### src/rtl/shift_pkg.sv
// Shared definitions for the shift arbiter: shift mode encodings and FSM states.
package shift_pkg;

    localparam logic [2:0] MODE_LSL  = 3'b000;
    localparam logic [2:0] MODE_LSR  = 3'b001;
    localparam logic [2:0] MODE_ASR  = 3'b010;
    localparam logic [2:0] MODE_ASL  = 3'b011;
    localparam logic [2:0] MODE_ROR  = 3'b100;
    localparam logic [2:0] MODE_LAST = 3'b100;

    typedef enum logic [1:0] {
        IDLE = 2'd0,
        EXEC = 2'd1,
        RESP = 2'd2
    } shift_arb_state_t;

    function automatic logic mode_is_legal(input logic [2:0] mode);
        return mode <= MODE_LAST;
    endfunction

endpackage

### src/rtl/shift_arbiter_shift.sv
// Combinational barrel shifter (module shift). cout is the last bit shifted out (0 for count 0);
// overflow is only set by ASL when the sign cannot be preserved; illegal modes pass x through.
module shift
    import shift_pkg::*;
#(
    parameter int WIDTH = 16,
    localparam int SW = $clog2(WIDTH)
) (
    input  logic [WIDTH-1:0] x_i,
    input  logic [SW-1:0]    count_i,
    input  logic [2:0]       mode_i,
    output logic [WIDTH-1:0] y_o,
    output logic             negative_o,
    output logic             zero_o,
    output logic             cout_o,
    output logic             overflow_o,
    output logic             err_o
);

    logic [WIDTH:0]          leftWide;
    logic [WIDTH:0]          rightWide;
    logic [WIDTH:0]          asrWide;
    logic [2*WIDTH-1:0]      rotWide;
    logic signed [WIDTH-1:0] aslBack;

    always_comb begin
        leftWide  = {1'b0, x_i} << count_i;
        rightWide = {x_i, 1'b0} >> count_i;
        asrWide   = $signed({x_i, 1'b0}) >>> count_i;
        rotWide   = {x_i, x_i} >> count_i;
        // Shifting the ASL result back must reproduce x, otherwise significant bits were lost.
        aslBack   = $signed(leftWide[WIDTH-1:0]) >>> count_i;
    end

    always_comb begin
        y_o        = x_i;
        cout_o     = 1'b0;
        overflow_o = 1'b0;
        err_o      = 1'b0;
        case (mode_i)
            MODE_LSL: begin
                y_o    = leftWide[WIDTH-1:0];
                cout_o = leftWide[WIDTH];
            end
            MODE_ASL: begin
                y_o        = leftWide[WIDTH-1:0];
                cout_o     = leftWide[WIDTH];
                overflow_o = (aslBack != $signed(x_i));
            end
            MODE_LSR: begin
                y_o    = rightWide[WIDTH:1];
                cout_o = rightWide[0];
            end
            MODE_ASR: begin
                y_o    = asrWide[WIDTH:1];
                cout_o = asrWide[0];
            end
            MODE_ROR: begin
                y_o    = rotWide[WIDTH-1:0];
                cout_o = (|count_i) & rotWide[WIDTH-1];
            end
            default: begin
                y_o   = x_i;
                err_o = 1'b1;
            end
        endcase
        negative_o = ~err_o & y_o[WIDTH-1];
        zero_o     = ~err_o & (y_o == '0);
    end

endmodule

### src/rtl/shift_arbiter.sv
// Round-robin arbiter sharing one shift unit between two requesters (IDLE -> EXEC -> RESP).
// Optional grant counters with stat_clear are built when SHIFT_ARB_STATS_EN is defined.
module shift_arbiter
    import shift_pkg::*;
#(
    parameter int WIDTH       = 16,
    parameter int SHIFT_WIDTH = $clog2(WIDTH)
) (
    input  logic                   clk,
    input  logic                   rst_n,
    input  logic [1:0]             req_valid,
    output logic [1:0]             req_ready,
    input  logic [WIDTH-1:0]       req_x_0,
    input  logic [WIDTH-1:0]       req_x_1,
    input  logic [SHIFT_WIDTH-1:0] req_count_0,
    input  logic [SHIFT_WIDTH-1:0] req_count_1,
    input  logic [2:0]             req_mode_0,
    input  logic [2:0]             req_mode_1,
    output logic                   rsp_valid,
    input  logic                   rsp_ready,
    output logic                   rsp_id,
    output logic [WIDTH-1:0]       rsp_y,
    output logic                   rsp_negative,
    output logic                   rsp_zero,
    output logic                   rsp_cout,
    output logic                   rsp_overflow,
    output logic                   rsp_err
`ifdef SHIFT_ARB_STATS_EN
    ,
    input  logic                   stat_clear,
    output logic [15:0]            stat_grants_0,
    output logic [15:0]            stat_grants_1
`endif
);

    shift_arb_state_t state_q, state_d;
    logic             ptr_q, ptr_d;

    logic [WIDTH-1:0]       opX_q;
    logic [SHIFT_WIDTH-1:0] opCount_q;
    logic [2:0]             opMode_q;
    logic                   opId_q;

    logic [WIDTH-1:0] rspY_q;
    logic             rspNeg_q, rspZero_q, rspCout_q, rspOv_q, rspErr_q, rspId_q;

    logic             grantId;
    logic             accept;
    logic             rspDone;

    logic [WIDTH-1:0] shY;
    logic             shNeg, shZero, shCout, shOv, shErr;

    // The pointer only breaks ties; a lone valid requester always wins.
    always_comb begin
        grantId   = 1'b0;
        accept    = 1'b0;
        req_ready = 2'b00;
        if (req_valid == 2'b11) begin
            grantId = ptr_q;
        end else begin
            grantId = req_valid[1];
        end
        if (state_q == IDLE && req_valid != 2'b00) begin
            accept    = 1'b1;
            req_ready = grantId ? 2'b10 : 2'b01;
        end
    end

    assign rspDone = (state_q == RESP) && rsp_ready;

    always_comb begin
        state_d = state_q;
        ptr_d   = ptr_q;
        case (state_q)
            IDLE: if (accept) state_d = EXEC;
            EXEC: state_d = RESP;
            RESP: begin
                if (rsp_ready) begin
                    state_d = IDLE;
                    ptr_d   = ~rspId_q;
                end
            end
            default: state_d = IDLE;
        endcase
    end

    always_ff @(posedge clk) begin
        if (!rst_n) begin
            state_q   <= IDLE;
            ptr_q     <= 1'b0;
            opX_q     <= '0;
            opCount_q <= '0;
            opMode_q  <= '0;
            opId_q    <= 1'b0;
            rspY_q    <= '0;
            rspNeg_q  <= 1'b0;
            rspZero_q <= 1'b0;
            rspCout_q <= 1'b0;
            rspOv_q   <= 1'b0;
            rspErr_q  <= 1'b0;
            rspId_q   <= 1'b0;
        end else begin
            state_q <= state_d;
            ptr_q   <= ptr_d;
            if (accept) begin
                opId_q    <= grantId;
                opX_q     <= grantId ? req_x_1 : req_x_0;
                opCount_q <= grantId ? req_count_1 : req_count_0;
                opMode_q  <= grantId ? req_mode_1 : req_mode_0;
            end
            if (state_q == EXEC) begin
                rspY_q    <= shY;
                rspNeg_q  <= shNeg;
                rspZero_q <= shZero;
                rspCout_q <= shCout;
                rspOv_q   <= shOv;
                rspErr_q  <= shErr;
                rspId_q   <= opId_q;
            end else if (rspDone) begin
                rspErr_q <= 1'b0;
            end
        end
    end

    shift #(
        .WIDTH(WIDTH)
    ) u_shift (
        .x_i        (opX_q),
        .count_i    (opCount_q),
        .mode_i     (opMode_q),
        .y_o        (shY),
        .negative_o (shNeg),
        .zero_o     (shZero),
        .cout_o     (shCout),
        .overflow_o (shOv),
        .err_o      (shErr)
    );

    assign rsp_valid    = (state_q == RESP);
    assign rsp_id       = rspId_q;
    assign rsp_y        = rspY_q;
    assign rsp_negative = rspNeg_q;
    assign rsp_zero     = rspZero_q;
    assign rsp_cout     = rspCout_q;
    assign rsp_overflow = rspOv_q;
    assign rsp_err      = rspErr_q;

`ifdef SHIFT_ARB_STATS_EN
    logic [15:0] statGrants0_q, statGrants1_q;

    // Clear beats a same-cycle grant; counters stick at all-ones.
    always_ff @(posedge clk) begin
        if (!rst_n || stat_clear) begin
            statGrants0_q <= '0;
            statGrants1_q <= '0;
        end else begin
            if (accept && !grantId && statGrants0_q != 16'hFFFF) begin
                statGrants0_q <= statGrants0_q + 16'd1;
            end
            if (accept && grantId && statGrants1_q != 16'hFFFF) begin
                statGrants1_q <= statGrants1_q + 16'd1;
            end
        end
    end

    assign stat_grants_0 = statGrants0_q;
    assign stat_grants_1 = statGrants1_q;
`endif

endmodule

### config.mk
export PLATFORM = sky130hd
export DESIGN_NAME = shift_arbiter
export DESIGN_NICKNAME = d
export VERILOG_FILES = /design/src/rtl/shift_pkg.sv /design/src/rtl/shift_arbiter_shift.sv /design/src/rtl/shift_arbiter.sv
export SDC_FILE = /design/constraint.sdc
export NUM_CORES = 1
export LEC_CHECK = 0
export ABC_CLOCK_PERIOD_IN_PS = 5800
export CAP_MARGIN = 20
export CORE_MARGIN = 1
export CORE_UTILIZATION = 30
export CTS_CLUSTER_DIAMETER = 150
export DETAILED_ROUTE_END_ITERATION = 10
export PLACE_DENSITY = 0.54
export SLEW_MARGIN = 40
export SYNTH_ARGS = -nofsm -noshare
export SYNTH_HDL_FRONTEND = slang
export SYNTH_SLANG_ARGS = --single-unit
### constraint.sdc
create_clock -name clk -period 5.8 [get_ports clk]
set_clock_uncertainty 0.05 [all_clocks]
set_input_delay 1.16 -clock clk [delete_from_list [all_inputs] [get_ports clk]]
set_output_delay 1.16 -clock clk [all_outputs]
set_load 0.03 [all_outputs]
Word level (Yosys, flattened, before mapping)
Index checks and enable logic that the tools add are counted.

storage, ports and cells
  flip-flop bits (word level) = 49
  word-level logic and storage cells = 60

operators by class
  reduce and logical (&&, ||, !) cells = 12
  multiplexer cells = 16
  shifts and indexed selects = 5
  equal/unequal tests = 10
  bitwise gates (word level) = 4

operators with widths
  kind                  count
  $pmux W16 S4          1
  $shr A32 B4 Y16       1
  $shl A16 B4 Y17       1
  $shr A17 B4 Y17       1
  $sshr A17 B4 Y17      1
  $logic_not A16 Y1     1
  $mux W16              1
  $ne A16 B16 Y1        1
  $sshr A16 B4 Y16      1
  $mux W2               4
  $eq A3 B2 Y1 const B  2
  $mux W1               6
  $pmux W2 S3           1
  $reduce_or A5 Y1      1
  $eq A2 B2 Y1 const B  2
  $mux W4               1
  $pmux W1 S4           1
  $reduce_and A2 Y1     2
  $reduce_bool A2 Y1    2
  $reduce_or A4 Y1      1
  $and A1 B1 Y1         3
  $eq A3 B1 Y1 const B  1
  $eq A3 B3 Y1 const B  1
  $logic_not A3 Y1      1
  8 further kinds       9

Depth between registers and ports, before layout
  depth after elaboration = 5
  mapped depth = 13
  mapped depth without buffers = 8

Cells and area by module
Synthesis repeated with hierarchy kept, for this count alone.

unflattened totals
  cell total of the unflattened synthesis = 693
  area, all modules = 5200.0 um^2

modules (own cells, without submodules)
  module         area an instance (um^2)  cells an instance  instances  sequential area each (um^2)
  shift          3129.3                   438                1          0.0
  shift_arbiter  2070.7                   255                1          980.9

Least setup slack after synthesis
OpenSTA, ideal clock, no wires.

  path kind = input port to output port
  from = input req_valid[0]
  to = output req_ready[0]
  required time = 4590 ps
  arrival time = 2164 ps
  slack = 2426 ps
  stages on the path = 5
  path buffers = 2
  cell sequence = inv_1 o21ai_0 nor2b_1 clkbuf_1 clkbuf_1

between the ends
  cells in the longest elaborated chain, start to end = 4

ends and longest elaborated chain
  what             RTL line             source
  start, declared  shift_arbiter.sv:11  input logic [1:0] req_valid,
  $eq A2 B2 Y1     shift_arbiter.sv:59  if (req_valid == 2'b11) begin
  $mux W1          shift_arbiter.sv:59
  $mux W2          shift_arbiter.sv:66  req_ready = grantId ? 2'b10 : 2'b01;
  $mux W2 (*)      shift_arbiter.sv:64  if (state_q == IDLE && req_valid != 2'b00) begin
  end, declared    shift_arbiter.sv:12  output logic [1:0] req_ready,

Mark *: on every way between the ends. The rest lies on a longest branch, timed or not.

Worst setup path in the final report
Ends and elaborated chain as after synthesis.

==> results.py <==
metrics = {
    "floorplanning": {
        "initial_core_util": 0.309,
        "rows": 47,
        "die_h_um": 133,
        "die_width_um": 133,
        "coreArea_um2": 16600,
        "dieArea_um2": 17700,
        "io_pins": 76,
    },
    "pwr": {
        "power_frac_comb": 0.458,
        "clkPwrFrac": 0.235,
        "cellPowerDensity_nw_per_um2": 248,
        "p_int_w": 0.000876,
        "p_sw_frac": 0.423,
        "sequentialPowerShare": 0.307,
        "power.leakage_nw": 2.11,
        "p_sw_w": 0.000643,
        "vdd_drop_max_v": 0.000112,
    },
    "clock_network": {
        "cts_tree": "done",
        "hold_buffers": 0,
        "clkLatencyLatePin_ns": 0.30,
        "cts_resized": 0,
        "clock_path_buffers": 2,
        "cts.clk_slew.worst_paths_ns": 0.07,
        "numCtsBuffers": 5,
        "cts_htree_levels": 2,
        "post-cts-setup-buffers": 0,
        "clock_sinks": 49,
        "root_buffer": "clkbuf_16",
    },
    "logic_synthesis": {
        "synth_area_um2": 5140,
        "synth_flop_cell": "dfxtp_1",
        "synth_cells": 632,
        "syn_nets": 683,
        "synth_edf_count": 0,
        "synth_seq_cells": 49,
        "synth_cell_type_count": 71,
        "ys.warnings.count": 0,
        "synth.avg_cell_area_um2": 8.14,
        "async_flop_share": 0,
        "synth-seq-area-share": 0.191,
    },
    "sta": {
        "maxSlewViolCount": 0,
        "hold_viol": 0,
        "setup_viol": 0,
        "rsz0062_at_grt": "false",
        "tns_ns": 0,
        "finalCritPeriodShare": 0.744,
        "fmax_mhz": 232,
        "timing.slew.headroom": 0.411,
        "fin_crit_ns": 4.32,
        "holdWs_ns": 0.410,
        "worst_pin_slew_ns": 0.882,
    },
    "placed_design": {
        "place_area_um2": 5950,
        "routabilityCongestion": 0.946,
        "hpwl_mm": 13.9,
        "port_buffers": 75,
        "dpl.cell_count": 871,
    },
    "setup_path": {
        "cp_slowest_cell": "clkdlybuf4s50_1",
        "cp-start-kind": "input port",
        "crit_top_cell": "clkdlybuf4s50_1",
        "crit_start": "req_valid[0]",
        "required_ns": 4.59,
        "worstReg2RegEnd": "rsp_zero",
        "cp_top_family": "buffers and inverters",
        "crit_chain": "clkdlybuf4s50_1 > inv_1 > o21ai_0 > nor2b_1 > buf_4 > clkdlybuf4s50_1",
        "critical_path_arrival_ns": 3.11,
        "reg2reg_from": "opCount_q[1]",
        "crit_buf_inv": 4,
        "endpoint": "req_ready[0]",
        "path_max_fanout": 25,
        "critical_path_depth": 6,
        "end_kind": "output pin",
        "r2r_cells": 9,
        "ff2ff_setup_slack_ns": 2.00,
        "critPathKind": "input port to output pin",
        "slowest_delay_ns": 0.72,
    },
    "layout": {
        "fin_nets": 709,
        "final_util": 0.368,
        "multiInputGateArea_um2": 3790,
        "n_antenna_cell": 0,
        "area_growth_pct": 19.1,
        "final_design_area_no_fill_um2": 6130,
        "final_cells": 879,
        "final-seq-area_um2": 986,
        "mostFrequentLayoutCells": "nor2_1 (77), clkdlybuf4s50_1 (75), nand2_1 (55), dfxtp_1 (45), a21oi_1 (42)",
        "fillCellCount": 1696,
        "layout-drive-gt1-share": 0.132,
        "layout_commonest_cell": "nor2_1",
    },
    "global_routing": {
        "first_global_vias": 5298,
        "grt_pass1_wl_mm": 30.9,
        "grt-ovfl-total": 0,
        "antenna_found_initial": 0,
        "grt.total_usage": 0.225,
        "grt_max_degree": 58,
    },
    "route": {
        "vias": 5577,
        "wl_mm": 19.8,
        "first_iter_violations": 724,
        "avgRoutedWirePerCell_um": 22.5,
        "drtAntennaViolNets": 0,
        "drt_first_pass_iters": 7,
        "vias_per_cell": 6.34,
        "drc": 0,
    },
    "job": {
        "maxCapViolCount": 0,
    },
    "worst_hold_path": {
        "hold_class": "flip-flop to flip-flop",
        "hold-path-cell-count": 2,
    },
    "status": {
        "status": "completed",
    },
}
worst register-to-register path, cell delays in order, from the launching register on:
cell,delay (ns)
dfxtp_2,0.76
buf_4,0.58
mux4_2,0.62
mux2i_1,0.20
nor2_1,0.05
or4_1,0.56
o32ai_1,0.19
and4_1,0.26
nand4_1,0.09
o41ai_2,0.34
how the worst min path moves through the flow:
stage                         start        end  slack [ns]
final                     rsp_y[10]  rsp_y[10]        0.41
after global routing      rsp_y[11]  rsp_y[11]        0.42
after CTS                 rsp_y[10]  rsp_y[10]        0.41
after detailed placement  rsp_y[10]  rsp_y[10]        0.40
after global placement    rsp_y[13]  rsp_y[13]        0.40
after floorplan              opId_q     rsp_id        0.38
per-stage QoR:
| step | power (W) | setup slack, ns |
|---|---|---|
| 2_1_floorplan | 0.000928 | 2.43 |
| 3_3_place_gp | 0.00115 | 1.48 |
| 3_5_place_dp | 0.00115 | 1.51 |
| 4_1_cts | 0.00151 | 1.48 |
| 5_1_grt | 0.00159 | 1.36 |
| 6_report | 0.00152 | 1.48 |
cells by family (layout without fill, tap and decap cells):
kind of cell    Yosys count  count (layout)  synth area share
mux                      81              81             0.242
compound gates          198             198             0.282
flops                    49              49             0.191
simple gates            215             215             0.196
buf+inv                  82             109            0.0778
xor+xnor                  7               7            0.0119
area by class of cell:
class	count	area share
multi-input combinational	501	0.618
sequential	49	0.161
timing repair buffer	90	0.141
tap	220	0.0449
clock buffer	5	0.0204
clock inverter	3	0.00817
inverter	11	0.00674
power groups by stage:
stage | Combinational (W) | Sequential, W | Clock [W]
floorplan | 0.000511 | 0.000417 | 0
global placement | 0.000680 | 0.000470 | 0
detailed placement | 0.000682 | 0.000471 | 0
CTS | 0.000684 | 0.000462 | 0.000365
global route | 0.000747 | 0.000472 | 0.000374
finish | 0.000696 | 0.000467 | 0.000356
flip-flops by register name, indices dropped and copies added (netlist names):
| name | cells |
|---|---|
| rsp_negative | 1 |
| rsp_y | 16 |
| rsp_id | 1 |
| state_q | 2 |
| opMode_q | 3 |
| opX_q | 16 |
| rsp_zero | 1 |
| rsp_err | 1 |
| opCount_q | 4 |
| rsp_overflow | 1 |
| ptr_q | 1 |
| rsp_cout | 1 |
| opId_q | 1 |
cell usage after synthesis, drive strengths merged, types with 3 or more instances:
master	count	area share
o21a	5	0.0073
a311oi	5	0.0085
a31oi	8	0.0097
a221oi	6	0.014
nor3b	4	0.0058
nand2	55	0.040
nand3	19	0.018
and2	4	0.0049
mux2	18	0.039
mux2i	33	0.064
or3b	4	0.0068
nor2b	10	0.012
a211o	3	0.0051
o31ai	7	0.010
mux4	30	0.14
nand4	5	0.0061
buf	33	0.042
nor2	78	0.057
nand2b	4	0.0049
nand3b	3	0.0044
a222oi	24	0.047
nor3	15	0.015
xnor2	4	0.0068
o211ai	4	0.0058
a21o	5	0.0073
o22ai	9	0.011
a2111oi	4	0.0092
o32ai	4	0.0068
and3	4	0.0049
a41oi	4	0.0068
dfxtp	49	0.19
o21ai	32	0.031
clkbuf	38	0.028
a21oi	42	0.041
o2bb2ai	3	0.0051
inv	9	0.0066
a32oi	3	0.0051
xor2	3	0.0051
a211oi	9	0.013
a31o	4	0.0068
routing by layer:
layer  GRT usage  up-vias  share of wire
li1            -     2523              -
met1       0.310     2685           0.45
met2       0.347      317           0.44
met3      0.0356       52          0.072
met4      0.0971        0          0.037
met5           0        -              0
No activity file was read; power rests on OpenSTA's default activity.
